### config.mk
export PLATFORM = sky130hd
export DESIGN_NAME = rbm_result_reader
export DESIGN_NICKNAME = d
export VERILOG_FILES = /design/src/rtl/rbm_result_reader_pkg.sv /design/src/rtl/rbm_result_reader_argmax_unit.sv /design/src/rtl/rbm_result_reader.sv
export SDC_FILE = /design/constraint.sdc
export NUM_CORES = 1
export LEC_CHECK = 0
export BUFFER_PORTS_ARGS = -buffer_cell sky130_fd_sc_hd__buf_4
export CORE_ASPECT_RATIO = 0.5
export CORE_MARGIN = 2
export CORE_UTILIZATION = 52
export DETAILED_ROUTE_END_ITERATION = 8
export GPL_ROUTABILITY_DRIVEN = 1
export PLACE_DENSITY = 0.75
export SYNTH_ARGS = -nofsm -noshare
export SYNTH_HDL_FRONTEND = slang
export SYNTH_SLANG_ARGS = --single-unit
### constraint.sdc
create_clock -name clock -period 5.2 [get_ports clock]
set_input_delay 0.52 -clock clock [delete_from_list [all_inputs] [get_ports clock]]
set_output_delay 0.52 -clock clock [all_outputs]
set_load 0.1 [all_outputs]
### src/rtl/rbm_result_reader_pkg.sv
// Shared types and elaboration helpers for the RBM result reader.
// Provides the reader FSM encoding and the label-width helper.
package rbm_result_reader_pkg;

  typedef enum logic [1:0] {
    IDLE = 2'd0,
    SCAN = 2'd1,
    HOLD = 2'd2
  } rd_state_e;

  // Ceiling log2 that never returns less than one bit, so a one-class vector still has a label port.
  function automatic int clog2_min1(input int n);
    int w;
    int p;
    w = 32'sd1;
    p = 32'sd2;
    while (p < n) begin
      p = p * 32'sd2;
      w = w + 32'sd1;
    end
    return w;
  endfunction

endpackage

### src/rtl/rbm_result_reader_argmax_unit.sv
// One compare/select step of the sequential arg-max scan.
// Only a strictly greater signed candidate replaces the running best, so ties keep the lower index.
module rbm_argmax_unit
  import rbm_result_reader_pkg::*;
#(
  parameter int w_bitlength = 12,
  parameter int label_w     = 4
) (
  input  logic signed [w_bitlength-1:0] cand_score,
  input  logic        [label_w-1:0]     cand_idx,
  input  logic signed [w_bitlength-1:0] best_score,
  input  logic        [label_w-1:0]     best_idx,
  output logic signed [w_bitlength-1:0] next_score,
  output logic        [label_w-1:0]     next_idx
);

  // signed compare and select of the surviving candidate
  always_comb begin
    next_score = best_score;
    next_idx   = best_idx;
    if (cand_score > best_score) begin
      next_score = cand_score;
      next_idx   = cand_idx;
    end else begin
      next_score = best_score;
      next_idx   = best_idx;
    end
  end

endmodule

### src/rtl/rbm_result_reader.sv
// Captures the classifier score vector on a finish rise, scans it for the arg-max
// and presents label/max_score on a valid/ready handshake.
module rbm_result_reader
  import rbm_result_reader_pkg::*;
#(
  parameter int output_dim  = 10,
  parameter int w_bitlength = 12,
  parameter int label_w     = clog2_min1(output_dim)
) (
  input  logic                              clock,
  input  logic                              reset,
  input  logic                              finish,
  input  logic [output_dim*w_bitlength-1:0] scores_port,
  output logic [label_w-1:0]                label,
  output logic [w_bitlength-1:0]            max_score,
  output logic                              label_valid,
  input  logic                              label_ready,
  output logic                              busy,
  output logic                              overrun
);

  localparam logic [label_w-1:0] last_idx  = label_w'(output_dim - 1);
  localparam logic [label_w-1:0] first_idx = label_w'(1);
  localparam rd_state_e          cap_state = (output_dim == 1) ? HOLD : SCAN;

  rd_state_e                     state_r, state_nxt_s;
  logic                          finish_d_r, armed_r;
  logic signed [w_bitlength-1:0] score_r    [output_dim];
  logic signed [w_bitlength-1:0] score_in_s [output_dim];
  logic [label_w-1:0]            idx_r, best_idx_r, next_idx_s, label_r;
  logic signed [w_bitlength-1:0] best_r, next_score_s;
  logic [w_bitlength-1:0]        max_score_r;
  logic                          label_valid_r, busy_r, overrun_r;
  logic                          trigger_s, capture_s, step_s, last_s, accept_s, drop_s;

  for (genvar i = 0; i < output_dim; i++) begin : g_unpack
    assign score_in_s[i] = $signed(scores_port[i*w_bitlength +: w_bitlength]);
  end

  // armed_r masks the first edge after reset release, so a finish already high is not a rise
  assign trigger_s = finish & ~finish_d_r & armed_r;
  assign last_s    = step_s & (idx_r == last_idx);

  rbm_argmax_unit #(.w_bitlength(w_bitlength), .label_w(label_w)) u_argmax (
    .cand_score (score_r[idx_r]),
    .cand_idx   (idx_r),
    .best_score (best_r),
    .best_idx   (best_idx_r),
    .next_score (next_score_s),
    .next_idx   (next_idx_s)
  );

  // next-state and control decode
  always_comb begin
    state_nxt_s = state_r;
    capture_s   = 1'b0;
    step_s      = 1'b0;
    accept_s    = 1'b0;
    drop_s      = 1'b0;
    case (state_r)
      IDLE: begin
        if (trigger_s) begin
          capture_s   = 1'b1;
          state_nxt_s = cap_state;
        end else begin
          state_nxt_s = IDLE;
        end
      end
      SCAN: begin
        step_s = 1'b1;
        drop_s = trigger_s;
        if (idx_r == last_idx) begin
          state_nxt_s = HOLD;
        end else begin
          state_nxt_s = SCAN;
        end
      end
      HOLD: begin
        if (label_ready) begin
          accept_s = 1'b1;
          if (trigger_s) begin
            capture_s   = 1'b1;
            state_nxt_s = cap_state;
          end else begin
            state_nxt_s = IDLE;
          end
        end else begin
          drop_s      = trigger_s;
          state_nxt_s = HOLD;
        end
      end
      default: state_nxt_s = IDLE;
    endcase
  end

  // FSM state register
  always_ff @(posedge clock or negedge reset) begin
    if (!reset) begin
      state_r <= IDLE;
    end else begin
      state_r <= state_nxt_s;
    end
  end

  // capture, scan datapath and registered outputs
  always_ff @(posedge clock or negedge reset) begin
    if (!reset) begin
      armed_r       <= 1'b0;
      finish_d_r    <= 1'b0;
      busy_r        <= 1'b0;
      overrun_r     <= 1'b0;
      label_valid_r <= 1'b0;
      label_r       <= '0;
      max_score_r   <= '0;
      idx_r         <= '0;
      best_idx_r    <= '0;
      best_r        <= '0;
      for (int i = 0; i < output_dim; i++) score_r[i] <= '0;
    end else begin
      armed_r    <= 1'b1;
      finish_d_r <= finish;
      busy_r     <= (state_nxt_s != IDLE);
      if (drop_s) overrun_r <= 1'b1;
      if (capture_s) begin
        for (int i = 0; i < output_dim; i++) score_r[i] <= score_in_s[i];
        best_idx_r <= '0;
        best_r     <= score_in_s[0];
        idx_r      <= first_idx;
        if (output_dim == 1) begin
          label_r       <= '0;
          max_score_r   <= score_in_s[0];
          label_valid_r <= 1'b1;
        end else begin
          label_valid_r <= 1'b0;
        end
      end else if (step_s) begin
        best_idx_r <= next_idx_s;
        best_r     <= next_score_s;
        idx_r      <= idx_r + 1'b1;
        if (last_s) begin
          label_r       <= next_idx_s;
          max_score_r   <= next_score_s;
          label_valid_r <= 1'b1;
        end
      end else if (accept_s) begin
        label_valid_r <= 1'b0;
      end
    end
  end

  assign label       = label_r;
  assign max_score   = max_score_r;
  assign label_valid = label_valid_r;
  assign busy        = busy_r;
  assign overrun     = overrun_r;

endmodule

Word-level counts from Yosys, hierarchy flattened
Index checks and enable logic that the tools add are counted.
- flip-flop bits (word level): 163
- output and inout bits: 19
- word-level logic and storage cells: 67
- $add $sub $neg: 1
- $lt $le $gt $ge: 2
- eq/ne operators: 4
- multiplexer cells: 27
- bitwise operators: 6
- reduce and logical (&&, ||, !) cells: 6
- operators by type and width (cell ; count):
    two-way mux 12 bit ; 5
    binary-select mux 12 bit (select 4 bit) ; 1
    two-way mux 4 bit ; 5
    greater-than comparator 12 bit ; 1
    two-way mux 1 bit ; 11
    one-hot mux 2 bit (3 select lines) ; 1
    >= comparator 5 bit (second input constant) ; 1
    inverter 4 -> 5 bit ; 1
    adder 4 x 1 -> 4 bit (second input constant) ; 1
    equality test 4 bit (second input constant) ; 1
    two-way mux 2 bit ; 2
    one-hot mux 1 bit (2 select lines) ; 2
    nonzero test 2 bit ; 2
    AND 1 bit ; 3
    inequality test 3 x 2 -> 1 bit (second input constant) ; 1
    AND reduction 3 bit ; 1
    nonzero test 3 bit ; 1
    equality test 2 x 1 -> 1 bit (second input constant) ; 1
    equality test 2 bit (second input constant) ; 1
    logical NOT 2 bit ; 1
    inverter 1 bit ; 2
    AND reduction 2 bit ; 1

Depth between registers and ports, before layout
Gate-level depths: netlist (run 1).
- depth after elaboration: 8
- depth in mapped cells: 16
- depth with buffers taken out: 12

By module
A second synthesis (run 1) with hierarchy kept.
- cell total of the unflattened synthesis: 919
- area total of the unflattened synthesis: 8720.9 um^2
- by module, submodules not included (module ; times used ; cells each ; area each (um^2) ; sequential area each (um^2)):
    rbm_result_reader ; 1 ; 797 ; 7728.7 ; 4078.9
    rbm_argmax_unit ; 1 ; 122 ; 992.2 ; 0.0

Worst setup path after synthesis (run 1)
OpenSTA, ideal clock, no wires.
- path type: register to register
- from: register idx_r[0]
- to: register label_r[0] (netlist: label[0])
- arrival time: 3.052 ns
- data required time: 5.067 ns
- setup slack: 2.015 ns
- stages on the path, launching flop included: 15
- path buffers: 2
- clock period less this slack: 3.185 ns
- path through: dfrtp_1 buf_6 mux4_2 a22oi_1 nor2_1 a31oi_2 inv_1 ha_1 a21oi_1 o21a_1 o211ai_1 o2111ai_2 and2_4 buf_2 o211ai_1
- longest elaborated chain between the ends: 6
- ends and longest elaborated chain (item ; line ; source):
    start, declared ; rbm_result_reader.sv:30 ; logic [label_w-1:0] idx_r, best_idx_r, next_idx_s, label_r;
    start signal, assigned ; rbm_result_reader.sv:128 ; idx_r <= first_idx;
    start signal, assigned ; rbm_result_reader.sv:139 ; idx_r <= idx_r + 1'b1;
    inverter 4 -> 5 bit (implied by the code) ; rbm_result_reader.sv:45 ; .cand_score (score_r[idx_r]),
    binary-select mux 12 bit (select 4 bit) ; rbm_result_reader.sv:45 ;
    two-way mux 12 bit (implied by the code) (2 in series) ; rbm_result_reader.sv:45 ;
    greater-than comparator 12 bit ; rbm_result_reader_argmax_unit.sv:21 ; if (cand_score > best_score) begin
    two-way mux 4 bit ; rbm_result_reader_argmax_unit.sv:21 ;
    end signal, assigned ; rbm_result_reader.sv:141 ; label_r <= next_idx_s;
    end, declared ; rbm_result_reader.sv:30 ;
Parallel ways exist; a longest one is shown, timed or not. The select of a mux whose other input is x is not followed.
A chain may end at the register's enable or synchronous reset.

Worst setup path in the final report (run 1)
- from: register idx_r[0]
- to: register max_score_r[5] (netlist: max_score[5])
- longest elaborated chain between the ends: 6
- ends and longest elaborated chain (item ; line ; source):
    inverter 4 -> 5 bit (implied by the code) ; rbm_result_reader.sv:45 ;
    binary-select mux 12 bit (select 4 bit) ; rbm_result_reader.sv:45 ;
    two-way mux 12 bit (implied by the code) (2 in series) ; rbm_result_reader.sv:45 ;
    greater-than comparator 12 bit ; rbm_result_reader_argmax_unit.sv:21 ;
    two-way mux 12 bit ; rbm_result_reader_argmax_unit.sv:21 ;
    end signal, assigned ; rbm_result_reader.sv:131 ; max_score_r <= score_in_s[0];
    end signal, assigned ; rbm_result_reader.sv:142 ; max_score_r <= next_score_s;
    end, declared ; rbm_result_reader.sv:32 ; logic [w_bitlength-1:0] max_score_r;
Parallel ways exist; a longest one is shown, timed or not. The select of a mux whose other input is x is not followed.

==> results of run 1 <==
registers in the layout, summed over array words and instances (netlist names):
name and cells:
best_r 12, max_score 12, idx_r 4, best_idx_r 4, score_r 120, finish_d_r 1
state_r 2, label_valid 1, overrun 1, label 4, busy 1, armed_r 1
per-layer routing:
layer  vias up  global-route usage (%)
li1       3117                       -
met1      3245                    39.4
met2       254                    40.5
met3        23                    5.92
met4         0                    6.12
met5         -                       0
worst max-delay path: stages (launching register included):
cell       delay, ns
dfrtp_2         0.88
mux4_1          0.63
a22oi_1         0.19
nor2_1          0.07
a31oi_1         0.31
inv_1           0.09
ha_1            0.29
nor2b_1         0.13
o211ai_1        0.17
a21oi_1         0.11
o2111ai_2       0.48
buf_4           0.34
nand4_1         0.13
o311ai_1        0.13
path summary, 6_finish.rpt:
path / end / slack (ns)
worst max-delay path: max_score[5]$_DFFE_PN0P_ / 1.08
worst min-delay path: finish_d_r$_DFF_PN0_ / 0.22
worst max register to register: max_score[5]$_DFFE_PN0P_ / 1.08
worst min register to register: overrun$_DFFE_PN0P_ / 0.46
max in group asynchronous: score_r[107]$_DFFE_PN0P_ / 3.77
min in group asynchronous: score_r[81]$_DFFE_PN0P_ / 0.28
cell usage after synthesis (2+ instances only):
cell type	instances	area (µm²)
mux2i_1	4	40.0
o211ai_1	4	30.0
mux4_1	2	52.6
inv_1	26	97.6
nand3_1	12	60.1
clkbuf_4	2	15.0
a21oi_1	12	60.1
or3_1	2	12.5
nor2b_1	2	12.5
nor2_1	18	67.6
nand4_1	31	194
mux4_2	22	495
clkbuf_1	24	90.1
o21ai_0	2	10.0
nand2_1	397	1490
mux2_1	11	124
nor3_2	2	20.0
buf_2	25	125
a211o_1	12	105
buf_6	3	33.8
buf_4	5	37.5
a211oi_1	2	15.0
a22oi_1	12	90.1
a31oi_2	11	138
a31oi_1	2	12.5
dfrtp_1	163	4080
ha_1	18	225
o311ai_1	12	105
xnor2_1	2	17.5
o31a_1	10	87.6
kinds of logic (layout without fill, tap and decap cells):
logic type,after synthesis,count (layout),synth area share (%)
AND/OR/NAND/NOR,470,470,23.6
flip-flops,163,163,50.6
buffers and inverters,87,212,5.05
AO/OA/AOI/OAI,83,83,8.59
multiplexers,40,40,8.98
adder cells (fa/ha/maj),18,18,2.80
XOR/XNOR,3,3,0.326
other,1,1,0.0466
final cells by class:
type | instances | area [µm²]
Clock buffer | 19 | 443
Tap cell | 204 | 255
Sequential cell | 163 | 4080
Fill cell | 1258 | 5520
Multi-Input combinational cell | 615 | 3580
Timing Repair Buffer | 153 | 1150
Inverter | 27 | 101
Clock inverter | 13 | 124
power groups by stage:
| stage | clock network, mW | registers, mW | logic [mW] |
|---|---|---|---|
| 5_1_grt | 1.29 | 2.44 | 3.65 |
| 6_report | 1.22 | 2.37 | 3.34 |
| 4_1_cts | 1.23 | 2.35 | 3.31 |
| 3_3_place_gp | 0 | 2.34 | 3.20 |
| 3_5_place_dp | 0 | 2.36 | 3.28 |
| 2_1_floorplan | 0 | 2.56 | 2.25 |
==> results, run 1 <==
- The root buffer cell is clkbuf_16.
- The count of inserted antenna diode cells is 0.
- The via count of the first global-routing pass was between 6,000 and 7,000.
- With fillers left out, the area of the finished cells amounts to 9740 µm².
- Dividing the detail-routed wire length by the instance count gives 17.8 µm.
- The vias after detailed routing is approximately 6,600.
- The aggregate negative setup slack is 0 ns.
- The number of buffers added for setup after CTS is 0.
- From synthesis to final layout, the design area changed by 20.9%.
- The worst slack after detailed placement is ~1.1 ns.
- After synthesis, the share of flip-flops with an asynchronous set or reset is between 90% and 100%.
- The pin slew with the least headroom to its limit is 1.27 ns.
- Leaving out fill and tap cells, the most frequent cells in the layout are nand2_1, dfrtp_1, buf_4.
- The TritonCTS clock tree is yes.
- The post-synthesis sequential element count is roughly 160.
- The total placed cells including tap cells is about 1,200.
- Power comes to roughly 6.9 mW.
- The pre-antenna-repair detailed-routing pass consisted of 5 iterations.
- The initial core utilization is 52.8%.
- The number of DRC violations after detailed routing is 0.
- Per report_power, the combinational group accounts for 48.2% of the total.
- The layout net count is around 1,100.
- The max-cap check violation count is 0.
- The violation count after the first detailed-routing iteration is about 670.
- When the netlist entered floorplanning its net count stood at around 1,000.
- Dividing total power by cell area gives a power density of slightly above 700 nW/µm².
- The headroom to the max-slew limit is 15.1%.
- The number of top-level pins is 143.
- The detailed router put a total of 9.72 mm of wire on met1.
- The number of distinct library cell variants in the gate-level netlist after synthesis is 45.
- The total internal power is around 3.8 mW.
- Entering global routing, the biggest net connects ~120 pins.
- After legalization and detailed placement, the total HPWL measured ~15 mm.
- The core region is 15,300 µm².
- The worst setup path category is reg -> reg.
- The vertical die dimension is between 90 and 100 µm.
- The number of levels the H-tree was split into is 4.
- The startpoint identified for the worst register-to-register timing path is idx_r[0]$_DFFE_PN0P_.
- The peak supply drop is approximately 360 µV.
- The fraction of power consumed by the clock network is between 10% and 20%.
- The overall track demand over capacity in global routing is a little over a quarter.
- Gates resized during post-CTS repair numbered 0.
- The critical path starts at idx_r[0]$_DFFE_PN0P_.
- In the detailed route, the total length drawn on met3 is roughly 1.8 mm.
- After detailed routing, the number of vias per cell comes to between 5 and 6.
- Cells fill approximately 64% of the core in the end.
- The detail route stage leaves a number of antenna-violating nets equal to 0.
- The final period utilization is between 70 and 80%.
- The arrival time at the worst endpoint is between 4 and 5 ns.
- At the end of routability-driven placement, the weighted congestion stood at a little under 0.9.
- The clock input transition at the sequential cells of the worst setup and hold paths is roughly 0.070 ns.
- The worst setup path is captured at a flip-flop.
- In this run the deepest clock path goes through 2 buffers.
- The cell area after technology mapping is just over 8000 µm².
- The number of cell rows is 32.
- The number of cells in the finished layout apart from fillers is 1,194.
- Counting every instance in the synthesized netlist gives approximately 870.
- Sequential elements use around 50% of the synthesized area.
- From left edge to right edge, the die measures 180 µm.
- The count of final hold-check violations was 0.
- Clock tree synthesis found a total of 163 sinks.
- The number of I/O port buffers is 142.
- The static leakage is between 4 and 5 nW.
- The clock latency on the worst-skew pair is between 0.4 and 0.5 ns.
- The most used flip-flop cell after synthesis is dfrtp_1.
- The flow ran to the end, and the final reports show no timing, DRC or antenna violations.
- In this run, flip-flops and latches consume 34.2% of the power.
- The shortest clock period the worst path allows after layout is around 4 ns.
- The warning count from the yosys run is 0.
- The analysis attributes to net switching a power of slightly above 3 mW.
- The maximum frequency from static timing analysis is about 240 MHz.
- The nature of the critical path startpoint is a flip-flop.
- The total clock buffers created by CTS is 17.
- The total congestion overflow is 0.
- The tightest hold path in the finished design has a slack of around 0.22 ns.
- The initial antenna violation count is 0.
- The final-report max-slew violation count is 0.
- The top metal layer carrying routed signals is met4.
- After detailed placement, the total cell area comes to around 9200 µm².
- The number of hold buffers added after cts is 0.
- Across the routed clock network, the largest skew measured is approximately 0.014 ns.
- The number of flops mapped to enable cells by yosys is 0.
- The most frequent standard cell in the layout excluding fill and tap cells is nand2_1.
- The first global-routing pass estimated about 34 mm of wire.
- The number of setup violations in the final report is 0.
- Along the worst hold path, the cell count comes to 1.
- The path class of the tightest hold or removal check is in -> reg.
- The worst hold path begins at finish.
- Net switching is around 45% of the power.
- The mean area per synthesized cell is 9.31 µm².
- The worst-case setup margin in the final layout is ~1.1 ns.
- The data required time of the worst path is between 5 and 6 ns.
- Of all nets on the critical path, the largest fanout is 27.
- The number of cells on the worst reg-to-reg path is 13.
- The floorplan die area is approximately 17,000 µm².
- In the detailed route, the total length drawn on met2 is about 9.5 mm.
- Setup repair after global routing left no endpoint under its margin.
- The post-route netlist has roughly 23% of its cells at a drive strength greater than 1.
- Summed over all layers, the routed wires come to 21.3 mm.
Power figures use the tool's default switching activity.
==> inputs of run 2 (changes only) <==
Settings changed: CORE_UTILIZATION 52 to 51, PLACE_DENSITY 0.75 to 0.77.
Clock period 5.2 ns to 3.6 ns, I/O delays scaled along.
==> run 2 against run 1 <==
  * Cell area up 4.0%
  * Critical path depth did not move
  * Hold slack worse by 0.22 ns
  * Via count is 3.4% higher
  * Clock power increased by 53%
  * Largest power group unchanged
  * Final cell count increased by 2.3%
==> results, run 2 (same netlist as run 1, synthesis figures left out) <==
- The final period utilization is between 90% and 100%.
- Across the VDD grid, the largest voltage drop is a little over 500 µV.
- The HPWL after detailed placement is 14.8 mm.
- The library cell used most frequently in the layout, excluding fill and tap cells, is nand2_1.
- In this run, post-CTS hold repair placed 0 buffers.
- Ranked by flip-flop count, first place goes to score_r.
- The flow ran to the end, and the final reports show no timing, DRC or antenna violations.
- The area taken by multi-input logic gates is between 3000 and 4000 µm².
- The count of antenna-violating nets left after detailed routing is 0.
- The headroom to the max-slew limit is approximately 22%.
- The later pin in the worst-skew pair is clocked with a latency of 0.42 ns.
- The initialized floorplan defines 32 standard-cell rows.
- The floorplan step defined a die boundary enclosing about 17,000 µm².
- CTS built an H-tree with a depth of 4.
- For this block, the routed nets add up to approximately 22 mm of wire.
- The tightest min-delay check is of the in -> async type.
- In the final layout, the share of cells above drive strength 1 is 25.9%.
- The worst setup path category is reg -> reg.
- The total iterations of the first detailed-routing run is 6.
- The reg-to-reg startpoint is idx_r[0]$_DFFE_PN0P_.
- In the layout the commonest cells are nand2_1, buf_4, dfrtp_1.
- The worst register-to-register path has a setup slack of ~0.073 ns.
- The maximum number of buffers from clock root to sink is 2.
- Entering global routing, the biggest net connects 146 pins.
- The kind of capture point of the worst setup path is a flip-flop.
- The clock input transition at the sequential cells of the worst setup and hold paths is around 0.06 ns.
- Global routing consumed, over all layers together, about a quarter of the routing resources.
- The max-cap check violation count is 0.
- The worst-case hold slack is roughly 0.0033 ns.
- Following the worst setup path forward leads to its endpoint at max_score[1]$_DFFE_PN0P_.
- In this run the clock root is driven by a clkbuf_16.
- In this run the static leakage power is ~5.2 nW.
- The TritonCTS clock tree is yes.
- After detailed routing, the average wire length per cell comes to around 18 µm.
- The total clock buffers created by CTS is 17.
- In this run, placement finished with an instance count of 1,178.
- The first global-routing pass estimated approximately 35 mm of wire.
- The pin slew with the least headroom to its limit is between 1 and 1.5 ns.
- For this design the ratio of total power to cell area is approximately 1100 nW/µm².
- The post-route total power is ~11 mW.
- For this run, design rule violations remaining after detail routing come to 0.
- The number of cells in the finished layout apart from fillers is 1,221.
- The initial antenna violation count was 0.
- Routability-driven placement finished with a final weighted congestion of between 0.9 and 1.
- The vias after detailed routing is approximately 6,900.
- The layout net count is 1,147.
- Static timing analysis puts the maximum clock frequency at 284 MHz.
- The number of sinks handled by clock tree synthesis is between 150 and 200.
- The die is between 90 and 100 µm tall.
- Setup violations remaining at the end of the flow were counted as 0.
- The final-report max-slew violation count came to 0.
- The number of flip-flops in the largest register is 120.
- Dividing the detail-routed via count by the number of cells gives roughly 5.6.
- At the worst endpoint, the required time is slightly below 4 ns.
- The number of cells on the worst reg-to-reg path is 13.
- The violation count after the first detailed-routing iteration is about 770.
- Global routing finished with a remaining overflow of 0.
- The count of final hold-check violations is 0.
- The number of top-level pins is about 140.
- The via count of the first global-routing pass is between 6,000 and 7,000.
- The count of inserted antenna diode cells is 0.
- The worst setup path is launched from a flip-flop.
- The shortest clock period the worst path allows after layout is about 3.5 ns.
- The initial core utilization is a little over half.
- After filler insertion, the fill cell instance count of the layout stands at roughly 1,200.
- The area growth from synthesis to layout is 25.7%.
- The origin of the worst setup path is idx_r[0]$_DFFE_PN0P_.
- Once layout is complete, the utilization of the core stands at between 60% and 70%.
- For the final routed database, the setup TNS stands at 0 ns.
- Registers take 4080 µm².
- Of all nets on the critical path, the largest fanout is 8.
- The core region is about 15,000 µm².
- The arrival time at the worst endpoint is roughly 3.8 ns.
- The maximum clock skew at final layout is slightly below 0.007 ns.
- The endpoint of the most critical register-to-register path is max_score[1]$_DFFE_PN0P_.
- In this run the horizontal extent of the chip is between 150 and 200 µm.
- The number of I/O port buffers is between 100 and 150.
## run 2: cell types whose count changed in the layout (fill, tap and decap cells not counted), sizes merged
cell	change
buf	+26
inv	-4
bufinv	+2
and2	+1
clkinv	+1
o2111ai	+1
## run 2: what timing repair did
| action | 4_1_cts | 5_1_grt |
|---|---|---|
| endpoints found under the setup margin | 1 | 31 |
| pin swaps | 0 | 6 |
| buffers inserted | 0 | 9 |
| gates cloned | 0 | 3 |
| gates resized for setup | 1 | 20 |
## run 2: routing by layer
layer  wire length, µm  track usage (%)  share of wire [%]  vias up
met4               445             8.06                2.0        0
li1                  -                -                  -     3184
met3              2400             6.92                 11       40
met1              9420             38.3                 43     3310
met5                 0                0                  0        -
met2              9730             40.0                 44      329
## run 2: per-stage QoR
| step | setup WS, ns | cell area (µm²) |
|---|---|---|
| after floorplan | 0.415 | 8060 |
| after global placement | 0.195 | 9330 |
| after detailed placement | 0.0943 | 9330 |
| after CTS | 0.0120 | 9930 |
| after global routing | -0.0328 | 10100 |
| final | 0.0727 | 10100 |
## run 2: area by class of cell
cell class	instances	area share, %
Sequential cell	163	40.3
Multi-Input combinational cell	617	36.4
Timing Repair Buffer	179	13.9
Clock buffer	19	4.37
Tap cell	204	2.52
Clock inverter	12	1.53
Inverter	27	1.00
## run 2: critical path: stages (launching register included)
cell       delay, ns
dfrtp_2         0.44
buf_4           0.16
buf_4           0.21
mux4_2          0.60
a31oi_4         0.24
inv_1           0.06
ha_1            0.30
a21oi_1         0.18
o21a_1          0.15
o211ai_1        0.21
o2111ai_4       0.38
buf_6           0.18
nand4_1         0.12
o311ai_2        0.18
## run 2: where the power goes
group          internal (mW)  leakage [nW]  switching [mW]
Combinational           2.20          2.84            3.39
Sequential              2.73          2.02           0.632
Clock                   1.11         0.290           0.755
## run 2: worst min-delay path by stage
stage	startpoint	endpoint	depth (start not counted)
floorplan	reset	armed_r$_DFF_PN0_	0
global placement	overrun$_DFFE_PN0P_	overrun$_DFFE_PN0P_	1
detailed placement	overrun$_DFFE_PN0P_	overrun$_DFFE_PN0P_	1
CTS	reset	score_r[93]$_DFFE_PN0P_	1
global route	finish	finish_d_r$_DFF_PN0_	1
finish	reset	score_r[75]$_DFFE_PN0P_	1
